==> src/rtl/alu_seq.sv <==
// -----------------------------------------------------------------------------
// alu_seq : multi-cycle, width-parametrised ALU for the execute stage.
//
// Single-cycle ops register their result on the START edge. MUL (signed,
// shift-add) and DIV (unsigned, restoring) iterate for WIDTH clocks while BUSY
// is high. DIV by zero bypasses iteration and completes like a single-cycle op.
//
// Ports:
//   CLK        in   system clock, rising edge
//   RESET      in   asynchronous, active-high reset
//   START      in   operation request, sampled only while BUSY=0
//   ALUX       in   opcode [3:0]
//   ARGA/ARGB  in   operands [WIDTH-1:0]
//   BUSY       out  multi-cycle operation in flight
//   DONE       out  one-cycle pulse; RESULT, RESULT_HI, WB and flags valid
//   RESULT     out  primary result
//   RESULT_HI  out  MUL high word / DIV remainder, 0 otherwise
//   WB         out  write-back enable, 0 for CMP
//   SIGN, CARRY, ZERO, OVFL, PARITY  out  registered flags
// -----------------------------------------------------------------------------
module alu_seq #(
    parameter  int WIDTH = 16,
    localparam int SHW   = $clog2(WIDTH)
) (
    input  logic             CLK,
    input  logic             RESET,
    input  logic             START,
    input  logic [3:0]       ALUX,
    input  logic [WIDTH-1:0] ARGA,
    input  logic [WIDTH-1:0] ARGB,
    output logic             BUSY,
    output logic             DONE,
    output logic [WIDTH-1:0] RESULT,
    output logic [WIDTH-1:0] RESULT_HI,
    output logic             WB,
    output logic             SIGN,
    output logic             CARRY,
    output logic             ZERO,
    output logic             OVFL,
    output logic             PARITY
);

    typedef enum logic [1:0] {S_IDLE, S_MUL, S_DIV} state_t;

    localparam logic [3:0] OP_MOV = 4'd0,  OP_ADD = 4'd1,  OP_SUB = 4'd2,  OP_MUL = 4'd3;
    localparam logic [3:0] OP_OR  = 4'd4,  OP_AND = 4'd5,  OP_XOR = 4'd6,  OP_SL  = 4'd7;
    localparam logic [3:0] OP_SR  = 4'd8,  OP_SRA = 4'd9,  OP_ROT = 4'd10, OP_DIV = 4'd11;
    localparam logic [3:0] OP_CMP = 4'd12, OP_SET = 4'd13, OP_CLR = 4'd14, OP_SEX = 4'd15;

    // FSM and iteration state
    state_t               state_q, state_d;
    logic [SHW-1:0]       count_q, count_d;
    logic [2*WIDTH-1:0]   acc_q, acc_d;        // MUL partial product
    logic [2*WIDTH-1:0]   mcand_q, mcand_d;    // sign-extended A, shifted left per step
    logic [WIDTH-1:0]     mplier_q, mplier_d;  // B, shifted right per step
    logic [WIDTH-1:0]     rem_q, rem_d;        // DIV partial remainder
    logic [WIDTH-1:0]     quo_q, quo_d;        // DIV dividend in, quotient out
    logic [WIDTH-1:0]     dvsr_q, dvsr_d;

    // Registered outputs
    logic [WIDTH-1:0]     result_q, result_d;
    logic [WIDTH-1:0]     result_hi_q, result_hi_d;
    logic                 done_q, done_d;
    logic                 wb_q, wb_d;
    logic                 sign_q, sign_d;
    logic                 carry_q, carry_d;
    logic                 zero_q, zero_d;
    logic                 ovfl_q, ovfl_d;
    logic                 parity_q, parity_d;

    // Single-cycle datapath
    logic [WIDTH-1:0]     sc_res, sc_hi;
    logic                 sc_carry, sc_ovfl;
    logic [WIDTH:0]       add_w, sub_w, sl_w;
    logic [WIDTH-1:0]     bit_w;
    logic [SHW-1:0]       sh_lo;
    logic                 b_big;

    // Iteration datapath and completion write port
    logic [2*WIDTH-1:0]   mul_add, acc_nx;
    logic [WIDTH:0]       rem_sh, div_try;
    logic [WIDTH-1:0]     rem_nx, quo_nx;
    logic                 wr_en, wr_carry, wr_ovfl, wr_wb;
    logic [WIDTH-1:0]     wr_res, wr_hi;

    // -------------------------------------------------------------------------
    // Single-cycle ALU, evaluated straight from the inputs on the START edge.
    // -------------------------------------------------------------------------
    always_comb begin : alu_comb
        // NOTE: every combinational output gets a default first so no path
        // through the case statement can leave it unassigned and infer a latch.
        sc_res   = '0;
        sc_hi    = '0;
        sc_carry = 1'b0;
        sc_ovfl  = 1'b0;

        sh_lo = ARGB[SHW-1:0];
        // WIDTH is a power of two, so B >= WIDTH iff any bit above the count field is set.
        b_big = |ARGB[WIDTH-1:SHW];
        add_w = {1'b0, ARGA} + {1'b0, ARGB};
        sub_w = {1'b0, ARGA} - {1'b0, ARGB};
        // The extra top bit catches the last bit shifted out; it is A[0] when B==WIDTH
        // and 0 for B==0 or B>WIDTH, which is exactly the required SL carry.
        sl_w  = {1'b0, ARGA} << ARGB;
        bit_w = {{(WIDTH-1){1'b0}}, 1'b1} << sh_lo;

        case (ALUX)
            OP_MOV: sc_res = ARGB;
            OP_ADD: begin
                sc_res   = add_w[WIDTH-1:0];
                sc_carry = add_w[WIDTH];
                sc_ovfl  = (ARGA[WIDTH-1] == ARGB[WIDTH-1]) && (add_w[WIDTH-1] != ARGA[WIDTH-1]);
            end
            OP_SUB, OP_CMP: begin
                sc_res   = sub_w[WIDTH-1:0];
                sc_carry = sub_w[WIDTH];
                sc_ovfl  = (ARGA[WIDTH-1] != ARGB[WIDTH-1]) && (sub_w[WIDTH-1] != ARGA[WIDTH-1]);
            end
            OP_OR:  sc_res = ARGA | ARGB;
            OP_AND: sc_res = ARGA & ARGB;
            OP_XOR: sc_res = ARGA ^ ARGB;
            OP_SL: begin
                sc_res   = sl_w[WIDTH-1:0];
                sc_carry = sl_w[WIDTH];
            end
            OP_SR:  sc_res = ARGA >> ARGB;
            OP_SRA: begin
                // Kept out of a ternary: mixing with an unsigned arm would turn >>> logical.
                if (b_big) sc_res = {WIDTH{ARGA[WIDTH-1]}};
                else       sc_res = $signed(ARGA) >>> sh_lo;
            end
            OP_ROT: sc_res = (ARGA >> sh_lo) | (ARGA << (WIDTH - int'(sh_lo)));
            OP_DIV: begin
                // Only reached for a zero divisor; non-zero divisors iterate.
                sc_res  = '1;
                sc_hi   = ARGA;
                sc_ovfl = 1'b1;
            end
            OP_SET: sc_res = ARGA | bit_w;
            OP_CLR: sc_res = ARGA & ~bit_w;
            OP_SEX: begin
                for (int i = 0; i < WIDTH; i++)
                    sc_res[i] = (i <= int'(sh_lo)) ? ARGA[i] : ARGA[sh_lo];
            end
            default: ;  // OP_MUL never completes here
        endcase
    end

    // -------------------------------------------------------------------------
    // State register
    // -------------------------------------------------------------------------
    always_ff @(posedge CLK or posedge RESET) begin
        if (RESET) begin
            // Every register, datapath included, clears so an aborted op leaves no trace.
            state_q     <= S_IDLE;
            count_q     <= '0;
            acc_q       <= '0;
            mcand_q     <= '0;
            mplier_q    <= '0;
            rem_q       <= '0;
            quo_q       <= '0;
            dvsr_q      <= '0;
            result_q    <= '0;
            result_hi_q <= '0;
            done_q      <= 1'b0;
            wb_q        <= 1'b0;
            sign_q      <= 1'b0;
            carry_q     <= 1'b0;
            zero_q      <= 1'b0;
            ovfl_q      <= 1'b0;
            parity_q    <= 1'b0;
        end else begin
            // NOTE: non-blocking assignments so every register samples the
            // pre-edge value of the others, independent of statement order.
            state_q     <= state_d;
            count_q     <= count_d;
            acc_q       <= acc_d;
            mcand_q     <= mcand_d;
            mplier_q    <= mplier_d;
            rem_q       <= rem_d;
            quo_q       <= quo_d;
            dvsr_q      <= dvsr_d;
            result_q    <= result_d;
            result_hi_q <= result_hi_d;
            done_q      <= done_d;
            wb_q        <= wb_d;
            sign_q      <= sign_d;
            carry_q     <= carry_d;
            zero_q      <= zero_d;
            ovfl_q      <= ovfl_d;
            parity_q    <= parity_d;
        end
    end

    // -------------------------------------------------------------------------
    // Next-state logic
    // -------------------------------------------------------------------------
    always_comb begin : next_state_comb
        state_d     = state_q;
        count_d     = count_q;
        acc_d       = acc_q;
        mcand_d     = mcand_q;
        mplier_d    = mplier_q;
        rem_d       = rem_q;
        quo_d       = quo_q;
        dvsr_d      = dvsr_q;
        result_d    = result_q;
        result_hi_d = result_hi_q;
        wb_d        = wb_q;
        sign_d      = sign_q;
        carry_d     = carry_q;
        zero_d      = zero_q;
        ovfl_d      = ovfl_q;
        parity_d    = parity_q;
        done_d      = 1'b0;

        wr_en    = 1'b0;
        wr_res   = '0;
        wr_hi    = '0;
        wr_carry = 1'b0;
        wr_ovfl  = 1'b0;
        wr_wb    = 1'b0;

        // Shift-add step; the final step carries the negative weight of B's sign bit.
        mul_add = mplier_q[0] ? mcand_q : '0;
        acc_nx  = (&count_q) ? (acc_q - mul_add) : (acc_q + mul_add);

        // Restoring division step; a set top bit of the trial means it went negative.
        rem_sh  = {rem_q, quo_q[WIDTH-1]};
        div_try = rem_sh - {1'b0, dvsr_q};
        rem_nx  = div_try[WIDTH] ? rem_sh[WIDTH-1:0] : div_try[WIDTH-1:0];
        quo_nx  = {quo_q[WIDTH-2:0], ~div_try[WIDTH]};

        case (state_q)
            S_IDLE: begin
                if (START) begin
                    if (ALUX == OP_MUL) begin
                        state_d  = S_MUL;
                        count_d  = '0;
                        acc_d    = '0;
                        mcand_d  = {{WIDTH{ARGA[WIDTH-1]}}, ARGA};
                        mplier_d = ARGB;
                    end else if (ALUX == OP_DIV && ARGB != '0) begin
                        state_d = S_DIV;
                        count_d = '0;
                        rem_d   = '0;
                        quo_d   = ARGA;
                        dvsr_d  = ARGB;
                    end else begin
                        wr_en    = 1'b1;
                        wr_res   = sc_res;
                        wr_hi    = sc_hi;
                        wr_carry = sc_carry;
                        wr_ovfl  = sc_ovfl;
                        wr_wb    = (ALUX != OP_CMP);
                    end
                end
            end
            S_MUL: begin
                acc_d    = acc_nx;
                mcand_d  = mcand_q << 1;
                mplier_d = mplier_q >> 1;
                count_d  = count_q + 1'b1;
                if (&count_q) begin
                    state_d = S_IDLE;
                    wr_en   = 1'b1;
                    wr_res  = acc_nx[WIDTH-1:0];
                    wr_hi   = acc_nx[2*WIDTH-1:WIDTH];
                    // Overflow when the high word is not just the sign of the low word.
                    wr_ovfl = (acc_nx[2*WIDTH-1:WIDTH] != {WIDTH{acc_nx[WIDTH-1]}});
                    wr_wb   = 1'b1;
                end
            end
            S_DIV: begin
                rem_d   = rem_nx;
                quo_d   = quo_nx;
                count_d = count_q + 1'b1;
                if (&count_q) begin
                    state_d = S_IDLE;
                    wr_en   = 1'b1;
                    wr_res  = quo_nx;
                    wr_hi   = rem_nx;
                    wr_wb   = 1'b1;
                end
            end
            default: state_d = S_IDLE;
        endcase

        if (wr_en) begin
            result_d    = wr_res;
            result_hi_d = wr_hi;
            wb_d        = wr_wb;
            carry_d     = wr_carry;
            ovfl_d      = wr_ovfl;
            sign_d      = wr_res[WIDTH-1];
            zero_d      = (wr_res == '0);
            parity_d    = ^wr_res;
            done_d      = 1'b1;
        end
    end

    // -------------------------------------------------------------------------
    // Outputs
    // -------------------------------------------------------------------------
    always_comb begin : output_comb
        BUSY      = (state_q != S_IDLE);
        DONE      = done_q;
        RESULT    = result_q;
        RESULT_HI = result_hi_q;
        WB        = wb_q;
        SIGN      = sign_q;
        CARRY     = carry_q;
        ZERO      = zero_q;
        OVFL      = ovfl_q;
        PARITY    = parity_q;
    end

endmodule

==> config.mk <==
export PLATFORM = sky130hd
export DESIGN_NAME = alu_seq
export DESIGN_NICKNAME = d
export VERILOG_FILES = /design/src/rtl/alu_seq.sv
export SDC_FILE = /design/constraint.sdc
export NUM_CORES = 1
export LEC_CHECK = 0
export ABC_AREA = 1
export BUFFER_PORTS_ARGS = -buffer_cell sky130_fd_sc_hd__buf_4
export CORE_ASPECT_RATIO = 1.4
export CORE_MARGIN = 2
export CORE_UTILIZATION = 40
export CTS_CLUSTER_DIAMETER = 100
export DETAILED_ROUTE_END_ITERATION = 10
export PLACE_DENSITY_LB_ADDON = 0.05
export SYNTH_ARGS = -nofsm -noshare
export SYNTH_HDL_FRONTEND = slang
export SYNTH_SLANG_ARGS = --single-unit
==> constraint.sdc <==
create_clock -name CLK -period 5.2 [get_ports CLK]
set_input_delay 0.26 -clock CLK [delete_from_list [all_inputs] [get_ports CLK]]
set_output_delay 0.26 -clock CLK [all_outputs]
set_load 0.02 [all_outputs]
; ---- Word-level counts from Yosys, hierarchy flattened
; Index checks and enable logic that the tools add are counted.
[totals]
reg_bits = 173
input_bits = 39
out_inout_bits = 40
[classes]
n_addsub = 7
n_lt_le_gt_ge = 16
n_eq_ne = 29
shift = 6
mux = 82
bitwise_logic = 9
n_reduce_logical = 21
[op_table]
columns = operator, count
row1 = $mux 16, 21
row2 = $pmux 16 s14, 1
row3 = $mux 32, 6
row4 = $pmux 32 s2, 2
row5 = $pmux 16 s2, 3
row6 = $pmux 16 s3, 2
row7 = $or 16x16->16, 3
row8 = $add 32x32->32, 1
row9 = $and 16x16->16, 2
row10 = $eq 4x4->1 const B, 8
row11 = $le 4x4->1 const A, 8
row12 = $mux 1, 32
row13 = $shl 16x32->16, 1
row14 = $sub 32x32->32, 1
row15 = $add 16x16->17, 1
row16 = $shl 16x16->17, 1
row17 = $sub 16x16->17, 1
row18 = $sub 17x16->17, 1
row19 = $eq 4x3->1 const B, 4
row20 = $le 3x4->1 const A, 4
row21 = $logic_not 16->1, 1
row22 = $ne 16x16->1, 1
row23 = $not 16->16, 1
row24 = $reduce_bool 16->1, 1
row25 = 37 further kinds, 63

; ---- Logic depth before layout (Yosys ltp)
[depth]
depth_word = 9
depth_mapped = 32

; ---- Worst setup path after synthesis
; OpenSTA, ideal clock, no wires.
[synth_path]
path_type = flip-flop to flip-flop
start = reg count_q[0]
end = reg parity_q, in the netlist PARITY
setup_time_ns = 0.127
t_arrival_ns = 3.796
required_time_ns = 5.073
slack_ns = 1.276
path_stages_with_launch = 28
n_path_buf = 1
path_cell_list = dfrtp_1 -> ha_1 -> inv_1 -> nor3_2 -> inv_1 -> clkbuf_1 -> nand2_1 -> o21a_1 -> xor2_1 -> inv_1 -> ha_1 -> nand2_1 -> inv_1 -> nand2_1 -> inv_1 -> a21oi_1 -> nand2_1 -> nand2_1 -> nand2_1 -> o21ai_0 -> nand2_1 -> nand2_1 -> nand2_1 -> ha_1 -> xnor2_1 -> xor2_1 -> xnor2_1 -> o21ai_0
[synth_between]
elab_chain_cells = 5
elab_cells_between_ends = 8
cone_classes = mux: 6 / reduce/logical: 2
[synth_lines]
columns = element, line_no
row1 = start: declaration, 52  ; logic [SHW-1:0] count_q, count_d;
row2 = start signal: assignment, 176  ; count_q <= count_d;
row3 = $reduce_and 4->1 (*), "226, 264, 278"
row4 = $mux 32, 226  ; acc_nx = (&count_q) ? (acc_q - mul_add) : (acc_q + mul_add);
row5 = $mux 16, 264  ; if (&count_q) begin
row6 = $pmux 16 s3, 234  ; case (state_q)
row7 = $reduce_xor 16->1, 297  ; parity_d = ^wr_res;
row8 = end signal: assignment, 191  ; parity_q <= parity_d;
row9 = end: declaration, 69  ; logic parity_q, parity_d;
; Mark *: on every way between the ends. The rest lies on a longest branch, timed or not.
; A chain may end at the register's enable or synchronous reset.

; ---- Worst setup path after layout
; Same ends and word-level chain as after synthesis.

==> impl_metrics.json <==
{
  "outcome": "finished with violations",
  "violations": "negative hold slack",
  "powerDensity_nw_per_um2": 580,
  "setup_viol": 0,
  "sw_frac_of_total_pct": 56.9,
  "design.core.area_um2": 45100,
  "cts_buffers": 17,
  "report.final.slew_viol_count": 0,
  "power_frac_clock_pct": 11.6,
  "ios": 79,
  "worstSetupEndpointType": "flop",
  "die_area_um2": 47500,
  "maxCapViolCount": 0,
  "clkTransAtPathRegs_ps": 80,
  "wl_per_cell_um": 25.6,
  "place_congestion": 1.14,
  "crit_slowest_cell": "dfrtp_1",
  "cp.arrival_ps": 5270,
  "p_seq_share_pct": 20.6,
  "drc": 0,
  "cp.required_ps": 5530,
  "wl_um": 94800,
  "grt_pass1_wl_um": 136000,
  "internal-power_mw": 5.05,
  "drt_iter0_drc": 1867,
  "avgSynthCellArea_um2": 6.02,
  "critPathKind": "flop to flop",
  "p_comb_share_pct": 67.7,
  "ir_drop_mv": 0.321,
  "yosysSeqAreaShare_pct": 23.5,
  "ctsHoldBuffers": 0,
  "async_flop_share_pct": 100,
  "worst_path_largest_cell_delay_ps": 400,
  "place_hpwl_um": 74300,
  "ys.flop_type": "dfrtp_1",
  "finalSetupTns_ps": 0,
  "crit_family": "simple AND/OR/NAND/NOR gates",
  "syn-num-nets": 3180,
  "timing.hold.ws_ps": -77.8,
  "path_common_cell": "nand2_1",
  "via_per_inst": 5.84,
  "cp_max_fo": 13,
  "dieWidth_um": 185,
  "max_slew_margin_pct": 31.0,
  "grt_use_total_pct": 39.8,
  "path_buf_inv": 4,
  "h-tree-depth": 4,
  "p_switching_mw": 6.66,
  "drt_first_pass_iters": 5,
  "worst_pin_slew_ps": 1020,
  "yosysUniqueCellTypes": 58,
  "synth_area_leaders": "dfrtp_1 24%, nand2_1 20%, inv_1 7.5%",
  "period_share_pct": 95.0,
  "timing.fmax_mhz": 202,
  "dr_total_vias": 21600,
  "clkSinkCount": 172,
  "start_kind": "flop",
  "grt_start_max_net_pins": 128,
  "root_buffer": "clkbuf_16",
  "areaGrowthSynthToFinish_pct": 10.4,
  "leakagePower_nw": 10.4,
  "first_global_vias": 20700,
  "post_cts_buffers": 0,
  "antenna_found_initial": 4,
  "synthCells": 3037,
  "io_buffers": 78,
  "initial_core_util_pct": 40.5,
  "final_util_pct": 44.7,
  "yosysTopAreaCell": "dfrtp_1",
  "cts_tree": "done",
  "cts_resized": 0,
  "fin_skew_ps": 16.2,
  "yosysTopAreaCellShare_pct": 23.5,
  "hold_class": "input port to asynchronous set/reset pin",
  "grt-ovfl-total": 0,
  "row_count": 92,
  "clkLatencyLatePin_ps": 460,
  "synth_edf_count": 0,
  "finalCriticalPeriod_ps": 4940,
  "drive_gt1_share_pct": 8.88,
  "finalHoldViolCount": 28,
  "ant_nets": 0,
  "final_nets": 3216,
  "fill_cells": 4951,
  "cts.path.max_buffers": 2,
  "grt_setup_unrepaired": "no",
  "syn_area_um2": 18300,
  "ys_warn_count": 0,
  "ys_seq_elements": 172,
  "die_h_um": 257
}
## metrics by stage
stage / instance area, µm² / power [mW] / std cells / setup WS, ps / hold slack, ps
5_1_grt: 20200 / 12.6 / 3697 / 12.1 / 43.2
4_1_cts: 20200 / 11.5 / 3697 / 191 / 48.0
3_3_place_gp: 19600 / 10.1 / 3665 / 274 / 467
3_5_place_dp: 19600 / 10.2 / 3665 / 224 / 472
6_report: 20200 / 11.7 / 3698 / 260 / -77.8
2_1_floorplan: 18300 / 7.66 / 3037 / 280 / 416
## worst register-to-register path, delay by kind of cell (launching register included)
family | cells | cell delay [ps]
and+or+nand+nor | 11 | 1740
adders and majority gates | 3 | 840
xor gates and xnor gates | 4 | 660
AOI/OAI and AO/OA | 4 | 610
buffers and inverters | 4 | 580
DFF | 1 | 400
## layer usage
metal	vias to the layer above	GRT usage [%]	routed length, µm
met3	447	7.18	5920
met2	1015	67.9	45400
met5	-	0	25
met1	10100	38.6	31100
met4	4	42.3	12400
li1	9993	-	-
## flip-flops by register name (all words and copies together), names as in the netlist
signal / count
count_q: 4
PARITY: 1
dvsr_q: 16
WB: 1
state_q: 2
mplier_q: 16
CARRY: 1
mcand_q: 32
OVFL: 1
ZERO: 1
quo_q: 16
RESULT: 16
rem_q: 16
acc_q: 32
RESULT_HI: 16
DONE: 1
## placed cells by master (no fill, tap or decap), drive strengths merged, types with 15 or more instances in the layout
master     n
o211ai    15
o31ai     26
nand3    210
buf      144
ha       100
nor2     250
dfrtp    172
inv      386
o21ai    280
xor2      36
xnor2     20
clkbuf    17
a31oi     57
a21oi    164
nand4     69
nand2   1007
nor3      34
## cell usage after synthesis, types with 6 or more instances
| library cell | instances |
|---|---|
| nand3_1 | 206 |
| o21a_1 | 10 |
| nand2_1 | 986 |
| nor2_4 | 8 |
| buf_6 | 6 |
| buf_4 | 6 |
| o2111ai_1 | 6 |
| o21ai_0 | 236 |
| inv_1 | 365 |
| o21bai_1 | 6 |
| o21ai_1 | 30 |
| o31ai_1 | 26 |
| or2_2 | 7 |
| nor2_2 | 6 |
| nand4_1 | 69 |
| o211ai_1 | 15 |
| xnor2_1 | 20 |
| nor2_1 | 236 |
| buf_1 | 6 |
| o21ai_2 | 14 |
| inv_2 | 18 |
| a21oi_1 | 159 |
| dfrtp_1 | 172 |
| nand2_2 | 19 |
| nand3b_1 | 6 |
| clkbuf_1 | 68 |
| a211oi_1 | 7 |
| nor3_1 | 31 |
| ha_1 | 100 |
| xor2_1 | 36 |
| buf_2 | 36 |
| a31oi_1 | 57 |
## cells by family (layout without fill, tap and decap cells)
family	count (synthesis)	in the layout	share of synthesized area [%]
flops	172	172	23.5
buf+inv	515	564	11.3
compound gates	596	596	18.5
fa+ha+maj	104	104	7.28
other cells	0	1	0
simple gates	1593	1593	36.6
xor+xnor	56	56	2.68
mux	1	1	0.0547
## power groups by stage
stage	Sequential, mW	Clock [mW]	Combinational, mW
after floorplan	2.41	0	5.25
after global routing	2.48	1.43	8.72
after CTS	2.40	1.38	7.77
final	2.42	1.36	7.93
after detailed placement	2.42	0	7.74
after global placement	2.41	0	7.70
## layout make-up
type	count	area [µm²]	share of cell area, %
timing repair buffer	144	1080	5.37
clock buffer	17	425	2.11
inverter	388	1470	7.28
sequential	172	4300	21.3
antenna	1	2.50	0.0124
clock inverter	15	186	0.924
multi-input combinational	2350	11900	59.2
tap	611	764	3.79
## worst paths after layout
kind | startpoint | endpoint | slack, ps | cells past startpoint
max reg2reg | count_q[0] | PARITY | 260 | 26
min reg2reg | acc_q[0] | acc_q[0] | 490 | 2
min in group CLK | ARGB[9] | mplier_q[9] | 110 | 3
min | RESET | mcand_q[28] | -80 | 2
max in group asynchronous | RESET | quo_q[4] | 3870 | 3
max | count_q[0] | PARITY | 260 | 26
No activity file was read; power rests on OpenSTA's default activity.
